===== config.mk =====
export PLATFORM = sky130hd
export DESIGN_NAME = led_pattern_gen
export DESIGN_NICKNAME = d
export VERILOG_FILES = /design/src/rtl/led_pattern_gen.sv
export SDC_FILE = /design/constraint.sdc
export NUM_CORES = 1
export LEC_CHECK = 0
export ABC_AREA = 1
export CORE_MARGIN = 2
export CORE_UTILIZATION = 55
export DETAILED_ROUTE_END_ITERATION = 16
export PLACE_DENSITY = 0.81
export SYNTH_ARGS = -nofsm -noshare
export SYNTH_HDL_FRONTEND = slang
export SYNTH_SLANG_ARGS = --single-unit

===== constraint.sdc =====
create_clock -name clk -period 3.85 [get_ports clk]
set_input_delay 0.77 -clock clk [delete_from_list [all_inputs] [get_ports clk]]
set_output_delay 0.77 -clock clk [all_outputs]
set_load 0.05 [all_outputs]

===== src/rtl/led_pattern_gen.sv =====
// LED bar pattern engine: divides clk into a step tick, drives an N-bit bar in one of four modes
// and rotates packed 3-bit RGB channels. Optional PWM dimming when LED_PWM_EN is defined.
module led_pattern_gen #(
  parameter int                 LED_W    = 8,
  parameter int                 RGB_N    = 4,
  parameter int                 TICK_DIV = 600,
  parameter logic [3*RGB_N-1:0] LD_INIT  = 12'b101_101_110_011
) (
  input  logic               clk,
  input  logic               rst,
  input  logic               en,
  input  logic [1:0]         mode,
`ifdef LED_PWM_EN
  input  logic [7:0]         duty,
`endif
  output logic [LED_W-1:0]   led,
  output logic [3*RGB_N-1:0] ld,
  output logic               tick
);

  localparam int                CW       = (TICK_DIV > 2) ? $clog2(TICK_DIV) : 1;
  localparam logic [CW-1:0]     CNT_LAST = CW'(TICK_DIV - 1);
  localparam logic [LED_W-1:0]  LED_ONE  = {{(LED_W-1){1'b0}}, 1'b1};

  logic [CW-1:0]      r_cnt;
  logic               r_tick;
  logic [LED_W-1:0]   r_led;
  logic [3*RGB_N-1:0] r_ld;
  logic               r_dir_up;
  logic [1:0]         r_mode_q;

  logic               w_mode_chg;
  logic               w_cnt_last;
  logic [LED_W-1:0]   w_led_nxt;
  logic               w_dir_nxt;
  logic [3*RGB_N-1:0] w_ld_nxt;

  assign w_mode_chg = (mode != r_mode_q);
  assign w_cnt_last = (r_cnt == CNT_LAST);

  always_comb begin
    w_led_nxt = r_led;
    w_dir_nxt = r_dir_up;
    case (r_mode_q)
      2'b00: w_led_nxt = {r_led[0], r_led[LED_W-1:1]};
      2'b01: w_led_nxt = {r_led[LED_W-2:0], r_led[LED_W-1]};
      2'b10: begin
        // turn around at the ends so neither end LED is lit twice in a row
        if (r_dir_up && r_led[LED_W-1]) begin
          w_dir_nxt = 1'b0;
          w_led_nxt = r_led >> 1;
        end else if (!r_dir_up && r_led[0]) begin
          w_dir_nxt = 1'b1;
          w_led_nxt = r_led << 1;
        end else if (r_dir_up) begin
          w_led_nxt = r_led << 1;
        end else begin
          w_led_nxt = r_led >> 1;
        end
      end
      default: begin
        if (&r_led) w_led_nxt = '0;
        else        w_led_nxt = {r_led[LED_W-2:0], 1'b1};
      end
    endcase
  end

  always_comb begin
    w_ld_nxt = r_ld;
    for (int k = 0; k < RGB_N; k++) begin
      w_ld_nxt[3*k +: 3] = {r_ld[3*k], r_ld[3*k+1 +: 2]};
    end
  end

  always_ff @(posedge clk) begin
    if (rst) begin
      r_cnt    <= '0;
      r_tick   <= 1'b0;
      r_led    <= LED_ONE;
      r_ld     <= LD_INIT;
      r_dir_up <= 1'b1;
      r_mode_q <= mode;
    end else if (w_mode_chg) begin
      // mode change restarts the bar and divider but leaves the RGB phase alone
      r_mode_q <= mode;
      r_cnt    <= '0;
      r_led    <= LED_ONE;
      r_dir_up <= 1'b1;
      r_tick   <= 1'b0;
    end else if (en) begin
      r_tick <= w_cnt_last;
      if (w_cnt_last) begin
        r_cnt    <= '0;
        r_led    <= w_led_nxt;
        r_ld     <= w_ld_nxt;
        r_dir_up <= w_dir_nxt;
      end else begin
        r_cnt <= r_cnt + CW'(1);
      end
    end else begin
      r_tick <= 1'b0;
    end
  end

  assign tick = r_tick;

`ifdef LED_PWM_EN
  logic [7:0]         r_pwm_cnt;
  logic               r_pwm_on;
  logic [LED_W-1:0]   r_led_pin;
  logic [3*RGB_N-1:0] r_ld_pin;

  always_ff @(posedge clk) begin
    if (rst) begin
      r_pwm_cnt <= '0;
      r_pwm_on  <= 1'b0;
      r_led_pin <= '0;
      r_ld_pin  <= '0;
    end else begin
      r_pwm_cnt <= r_pwm_cnt + 8'd1;
      r_pwm_on  <= (r_pwm_cnt < duty);
      r_led_pin <= r_led & {LED_W{r_pwm_on}};
      r_ld_pin  <= r_ld & {(3*RGB_N){r_pwm_on}};
    end
  end

  assign led = r_led_pin;
  assign ld  = r_ld_pin;
`else
  assign led = r_led;
  assign ld  = r_ld;
`endif

endmodule


After elaboration in Yosys (flattened, before gate mapping)
Cells that the tools add are included.
- register bits after elaboration: 34
- word-level logic and storage cells: 35
- bits of input ports: 5
- output and inout port bits: 21
- add/subtract/negate cells: 1
- equal/unequal tests: 4
- reduce and logical (&&, ||, !) cells: 12
- bitwise gates (word level): 2
- muxes and demuxes: 10
- operators with widths (operator ; number):
    $mux W8 ; 4
    $pmux W8 S3 ; 1
    $add A10 B1 Y10 const B ; 1
    $eq A10 B10 Y1 const B ; 1
    $mux W10 ; 1
    $reduce_and A8 Y1 ; 1
    $mux W2 ; 2
    $reduce_and A4 Y1 ; 1
    $reduce_bool A2 Y1 ; 2
    $reduce_and A3 Y1 ; 1
    $reduce_or A3 Y1 ; 1
    $eq A2 B1 Y1 const B ; 1
    $eq A2 B2 Y1 const B ; 1
    $logic_and A1 B1 Y1 ; 2
    $logic_not A2 Y1 ; 1
    $mux W1 ; 2
    $ne A2 B2 Y1 ; 1
    $not A1 Y1 ; 2
    $reduce_and A2 Y1 ; 1
    $reduce_or A2 Y1 ; 1
    $logic_not A1 Y1 ; 1

Longest topological paths before layout
Gate-level depths: netlist of run 1.
- depth in word-level cells: 5
- depth in mapped cells: 9
- gate-level depth less buffers: 9

Worst setup path before layout of run 1
OpenSTA, ideal clock, no wires.
- path type: input port to flip-flop
- start point: input port mode[0]
- end point: register r_led[0], in the netlist led[0]
- library setup time: 115 ps
- path buffers: 1
- path slack: 2221 ps
- required time: 3735 ps
- data arrival time: 1514 ps
- stages: 7
- cell sequence: xnor2_1 -> nand2_2 -> nor2_2 -> buf_6 -> nand2_4 -> nor2_1 -> nor2_1
- longest elaborated chain between the ends: 2
- RTL lines (what ; RTL line ; source):
    start, declared ; 12 ; input logic [1:0] mode,
    $ne A2 B2 Y1 ; 38 ; assign w_mode_chg = (mode != r_mode_q);
    $reduce_or A2 Y1 (no source line) ; - ;
    end signal, assigned ; 94 ; r_led <= w_led_nxt;
    end, declared ; 27 ; logic [LED_W-1:0] r_led;
No other way between the ends.
A chain may end at the register's enable or synchronous reset.

Worst setup path in the final report of run 1
- start point: register r_led[0], in the netlist led[0]
- end point: output port led[0]
- RTL lines (what ; RTL line ; source):
    end, declared ; 16 ; output logic [LED_W-1:0] led,
No word-level cell between the ends.

==> impl_metrics.py, run 1 <==
metrics = {
    "global_route": {
        "grt_antenna_before_repair": 0,
        "grt_max_degree": 19,
        "grt_pass1_vias": 1372,
        "grt-ovfl-total": 0,
        "grt_util_all_layers_pct": 22.2,
        "grt_pass1_wl_mm": 5.79,
    },
    "timing": {
        "min_period_ps": 2430,
        "final_hold_viol_count": 0,
        "setup_violations": 0,
        "slew_headroom_pct": 65.3,
        "skew_ps": 6.17,
        "tightest_slew_ps": 520,
        "fmax_mhz": 412,
        "rsz0062_at_grt": "false",
        "finalSetupTns_ps": 0,
        "fin_ws_ps": 1420,
        "fin_crit_sh_pct": 63.0,
        "final_max_slew_viol_count": 0,
    },
    "die": {
        "io_pins": 26,
        "core_area_um2": 2980,
        "die-height_um": 59.3,
        "initial_core_util_pct": 56.5,
        "dieWidth_um": 59.3,
        "rows": 20,
        "die_area_um2": 3520,
    },
    "synth": {
        "seq_area_frac_synth_pct": 41.7,
        "synth_nets": 240,
        "ys_seq_elements": 34,
        "syn_area_um2": 1680,
        "syn_area_per_cell_um2": 7.19,
        "post_synth_num_cell_types": 30,
        "synthCells": 234,
        "ys_warn_count": 0,
    },
    "final_layout": {
        "syn_to_final_growth_pct": 17.4,
        "nets": 267,
        "fill_cells": 278,
        "finish.instance_area_um2": 1970,
        "drive_gt1_share_pct": 9.54,
        "final_cell_mix": "nand2_1 (50), nor2_1 (44), dfxtp_1 (32), clkdlybuf4s50_1 (25), o21ai_0 (20)",
        "fin_util_pct": 66.3,
        "diodes": 0,
        "final_common_cell": "nand2_1",
    },
    "setup_path": {
        "path_delay_family": "buffers and inverters",
        "worstPathRequired_ps": 3080,
        "crit_path_cell_trace": "clkdlybuf4s50_1",
        "end_kind": "output pin",
        "arrival_ps": 1660,
        "critPathLaunchType": "flip-flop",
        "path_class": "flip-flop to output pin",
        "critical-path-max-stage-delay_ps": 850,
        "crit_buf_inv": 1,
        "path_max_fanout": 7,
        "cpMaxStageDelayCell": "clkdlybuf4s50_1",
    },
    "routing": {
        "finalWirelength_mm": 3.28,
        "first_pass_iters": 4,
        "drc": 0,
        "drt_iter0_markers": 89,
        "vias": 1531,
        "viasPerCell": 5.19,
        "routedWlPerCell_um": 11.1,
        "ant_nets": 0,
    },
    "cts": {
        "cts_tree": "built",
        "clockBufferDepth": 2,
        "cts_max_level": 2,
        "cts_setup_buffers": 0,
        "numCtsBuffers": 5,
        "root_buffer": "clkbuf_4",
        "cts_resized": 0,
        "hold_buffers": 0,
        "path_clk_slew_ps": 100,
        "clkLatencyLatePin_ps": 330,
        "cts.sinks": 34,
    },
    "placement": {
        "gp_congestion": 0.867,
        "post-place-ws_ps": 1370,
        "dp_hpwl_mm": 2.34,
        "numPortBuffers": 25,
        "dpl_cell_area_um2": 1920,
    },
    "power_and_ir_drop": {
        "p_per_area_nw_per_um2": 299,
        "power_mw": 0.589,
        "p_leak_nw": 0.757,
        "vdd_drop_max_uv": 256,
    },
    "worst_hold_path": {
        "hp-class": "flip-flop to flip-flop",
    },
    "job": {
        "max_cap_viol_count": 0,
    },
    "status": {
        "status": "complete, no violations",
    },
}
==> per-layer routing <==
layer	GRT usage (%)	routed length, um	vias up
met4	8.12	7	0
li1	-	-	811
met1	29.7	1650	681
met2	31.9	1440	37
met5	0	0	-
met3	9.17	189	2
==> through the flow <==
stage,hold slack [ps],cells
2_1_floorplan,469,234
3_3_place_gp,455,287
3_5_place_dp,459,287
4_1_cts,469,295
5_1_grt,489,295
6_report,467,295
==> flip-flops by register name (all words and copies together) (netlist names) <==
name,cells
led,8
ld,12
tick,1
r_cnt,10
r_mode_q,2
r_dir_up,1
==> kinds of logic after synthesis <==
family,after synthesis,synth area share (%)
compound gates,37,11.2
fa+ha+maj,1,0.744
simple gates,130,35.8
buf+inv,28,8.04
flops,34,41.7
xor+xnor,4,2.53
==> power breakdown <==
| part | switching [mW] | internal, mW |
|---|---|---|
| Combinational | 0.0284 | 0.0145 |
| Sequential | 0.00451 | 0.358 |
| Clock | 0.115 | 0.0685 |
==> final timing paths <==
path,start,endpoint,slack [ps],depth (start not counted)
setup / recovery,led[0],led[0],1420,1
hold / removal,ld[9],ld[11],470,2
setup reg to reg,r_mode_q[0],r_cnt[9],2080,7
hold reg to reg,ld[9],ld[11],470,2
==> synthesized netlist by cell type (all sizes together) <==
| cell type | n | area share (%) |
|---|---|---|
| ha | 1 | 0.74 |
| nor3b | 1 | 0.74 |
| dfxtp | 32 | 38 |
| a31oi | 1 | 0.37 |
| nand2 | 55 | 13 |
| nand4 | 5 | 2.2 |
| o21ai | 26 | 7.7 |
| buf | 5 | 2.9 |
| and3 | 1 | 0.37 |
| xor2 | 1 | 0.52 |
| nor2 | 48 | 12 |
| inv | 23 | 5.1 |
| nand3 | 15 | 4.8 |
| a21oi | 9 | 2.7 |
| edfxtp | 2 | 3.6 |
| a21boi | 1 | 0.45 |
| xnor2 | 3 | 2.0 |
| nor3 | 5 | 2.5 |
==> cell type report <==
type / instances / area (um2) / area share (%)
clock buffers: 6 / 41.3 / 2.09
clock inverters: 2 / 8.76 / 0.444
inverters: 23 / 86.3 / 4.37
multi-input cells: 172 / 846 / 42.8
flip-flops and latches: 34 / 701 / 35.5
well taps: 33 / 41.3 / 2.09
repair buffers: 25 / 250 / 12.7
(Power assumes the default switching activity.)
==> inputs of run 2 (changes only) <==
Settings changed: CORE_UTILIZATION 55 to 53, PLACE_DENSITY 0.81 to 0.79.
Clock period 3.85 ns to 2.5 ns, I/O delays scaled along.
==> run 2 against run 1 <==
  * Non-clock buffer count rose by 3
  * Die area increased by 3.5%
  * Cell count grew 4.7%
  * Hold slack improved by 6.5 ps
  * Via count shrank 0.13%
  * Register-to-register slack got worse by 1300 ps
  * Final area up 2.3%
  * First-iteration DRC count shrank 34%
  * Clock skew up 8.4 ps
  * Utilization up 0.39 points
  * Combinational power rose by 63%
  * Critical path type unchanged
  * Highest routed layer unchanged
==> impl_metrics.py, run 2 (synthesis gave the netlist of run 1 again) <==
metrics = {
    "power_and_ir_drop": {
        "p_int_mw": 0.686,
        "p_comb_share_pct": 7.5,
        "vdd_drop_max_uv": 394,
        "p_switching_mw": 0.247,
        "swShare_pct": 26.5,
        "seqPwrFrac_pct": 59.9,
        "p_leak_nw": 0.774,
        "p_per_area_nw_per_um2": 462,
        "clkPwrFrac_pct": 32.6,
    },
    "cts": {
        "cts_max_level": 2,
        "root_buffer": "clkbuf_4",
        "cts_setup_buffers": 0,
        "cts_tree": "built",
        "cts.sinks": 34,
        "path_clk_slew_ps": 110,
        "clockBufferDepth": 2,
        "clkLatencyLatePin_ps": 340,
        "numCtsBuffers": 5,
        "cts_resized": 0,
        "hold_buffers": 0,
    },
    "die": {
        "core_area_um2": 3030,
        "die_area_um2": 3640,
        "rows": 20,
        "die-height_um": 60.3,
        "io_pins": 26,
        "dieWidth_um": 60.3,
        "initial_core_util_pct": 55.5,
    },
    "timing": {
        "skew_ps": 14.6,
        "final_max_slew_viol_count": 0,
        "fmax_mhz": 464,
        "setup_violations": 0,
        "slew_headroom_pct": 66.0,
        "tightest_slew_ps": 509,
        "finalSetupTns_ps": 0,
        "fin_crit_sh_pct": 86.2,
        "rsz0062_at_grt": "false",
        "min_period_ps": 2150,
        "final_hold_viol_count": 0,
    },
    "setup_path": {
        "path_max_fanout": 7,
        "worstSetupPathDepth": 1,
        "end_kind": "output pin",
        "crit_path_cell_trace": "clkdlybuf4s50_1",
        "worstPathRequired_ps": 2000,
        "cpMaxStageDelayCell": "clkdlybuf4s50_1",
        "critical-path-max-stage-delay_ps": 850,
        "arrival_ps": 1650,
        "path_delay_family": "buffers and inverters",
        "crit_start": "led[7]",
        "r2r-start": "r_cnt[1]",
        "crit_buf_inv": 1,
        "ff2ff_path_depth": 8,
        "critPathLaunchType": "flip-flop",
        "path_class": "flip-flop to output pin",
    },
    "global_route": {
        "grt_max_degree": 16,
        "grt_util_all_layers_pct": 20.2,
        "grt_antenna_before_repair": 0,
        "grt_pass1_vias": 1308,
        "grt_pass1_wl_mm": 5.49,
        "grt-ovfl-total": 0,
    },
    "final_layout": {
        "largest_reg_flops": 12,
        "nets": 270,
        "final_cell_mix": "nand2_1 (50), nor2_1 (44), dfxtp_1 (32), clkdlybuf4s50_1 (25), o21ai_0 (20)",
        "diodes": 0,
        "syn_to_final_growth_pct": 20.1,
        "final_common_cell": "nand2_1",
        "finish.instance_area_um2": 2020,
        "drive_gt1_share_pct": 11.3,
        "fill_cells": 254,
    },
    "placement": {
        "gp_congestion": 0.918,
        "numPortBuffers": 25,
        "dp_hpwl_mm": 2.43,
        "dpl_cell_area_um2": 1960,
    },
    "routing": {
        "viasPerCell": 4.95,
        "vias": 1529,
        "drc": 0,
        "routedWlPerCell_um": 10.7,
        "ant_nets": 0,
        "finalWirelength_mm": 3.30,
        "first_pass_iters": 4,
        "drt_iter0_markers": 59,
    },
    "worst_hold_path": {
        "min_from": "ld[6]",
        "hold_depth": 2,
        "hp-class": "flip-flop to flip-flop",
    },
    "job": {
        "max_cap_viol_count": 0,
    },
    "status": {
        "status": "complete, no violations",
    },
}
## run 2: power groups by stage
stage	Combinational, mW	Clock (mW)	Sequential [mW]
after global placement	0.0693	0	0.571
after detailed placement	0.0696	0	0.571
after CTS	0.0698	0.313	0.559
after global routing	0.0779	0.333	0.560
final	0.0703	0.304	0.559
after floorplan	0.0553	0	0.567
## run 2: cell type report
cell class                      count  area, um2  share of cell area [%]
Tap cell                           44       55.1                    2.73
Multi-Input combinational cell    172        846                    41.9
Clock buffer                        5       37.5                    1.86
Sequential cell                    34        701                    34.7
Timing Repair Buffer               28        273                    13.5
Clock inverter                      3       21.3                    1.05
Inverter                           23       86.3                    4.28
## run 2: path summary, 6_finish.rpt
path	endpoint	slack, ps
hold reg to reg	ld[8]	470
hold / removal	ld[8]	470
setup / recovery	led[7]	350
setup reg to reg	ld[2]	780
## run 2: per-stage QoR
step	power (mW)	setup WS [ps]	util, %	hold slack [ps]	cells
2_1_floorplan	0.622	1060	-	469	234
3_3_place_gp	0.640	387	64.8	456	301
3_5_place_dp	0.641	365	64.8	456	301
4_1_cts	0.941	346	66.7	476	309
5_1_grt	0.970	286	66.7	500	309
6_report	0.933	345	66.7	473	309
## run 2: routing by layer
metal  track usage (%)  vias up  share of wire, %
met4              8.89        0               1.3
met3              4.69        8               4.5
met5                 0        -                 0
met2              30.9       40                44
met1              27.4      663                50
li1                  -      818                 -
==> inputs of run 3 (changes only) <==
Settings changed: CTS_CLUSTER_DIAMETER set to 100.
==> results of run 3 <==
The final DEF is identical to that of run 2; final timing and power are the same.
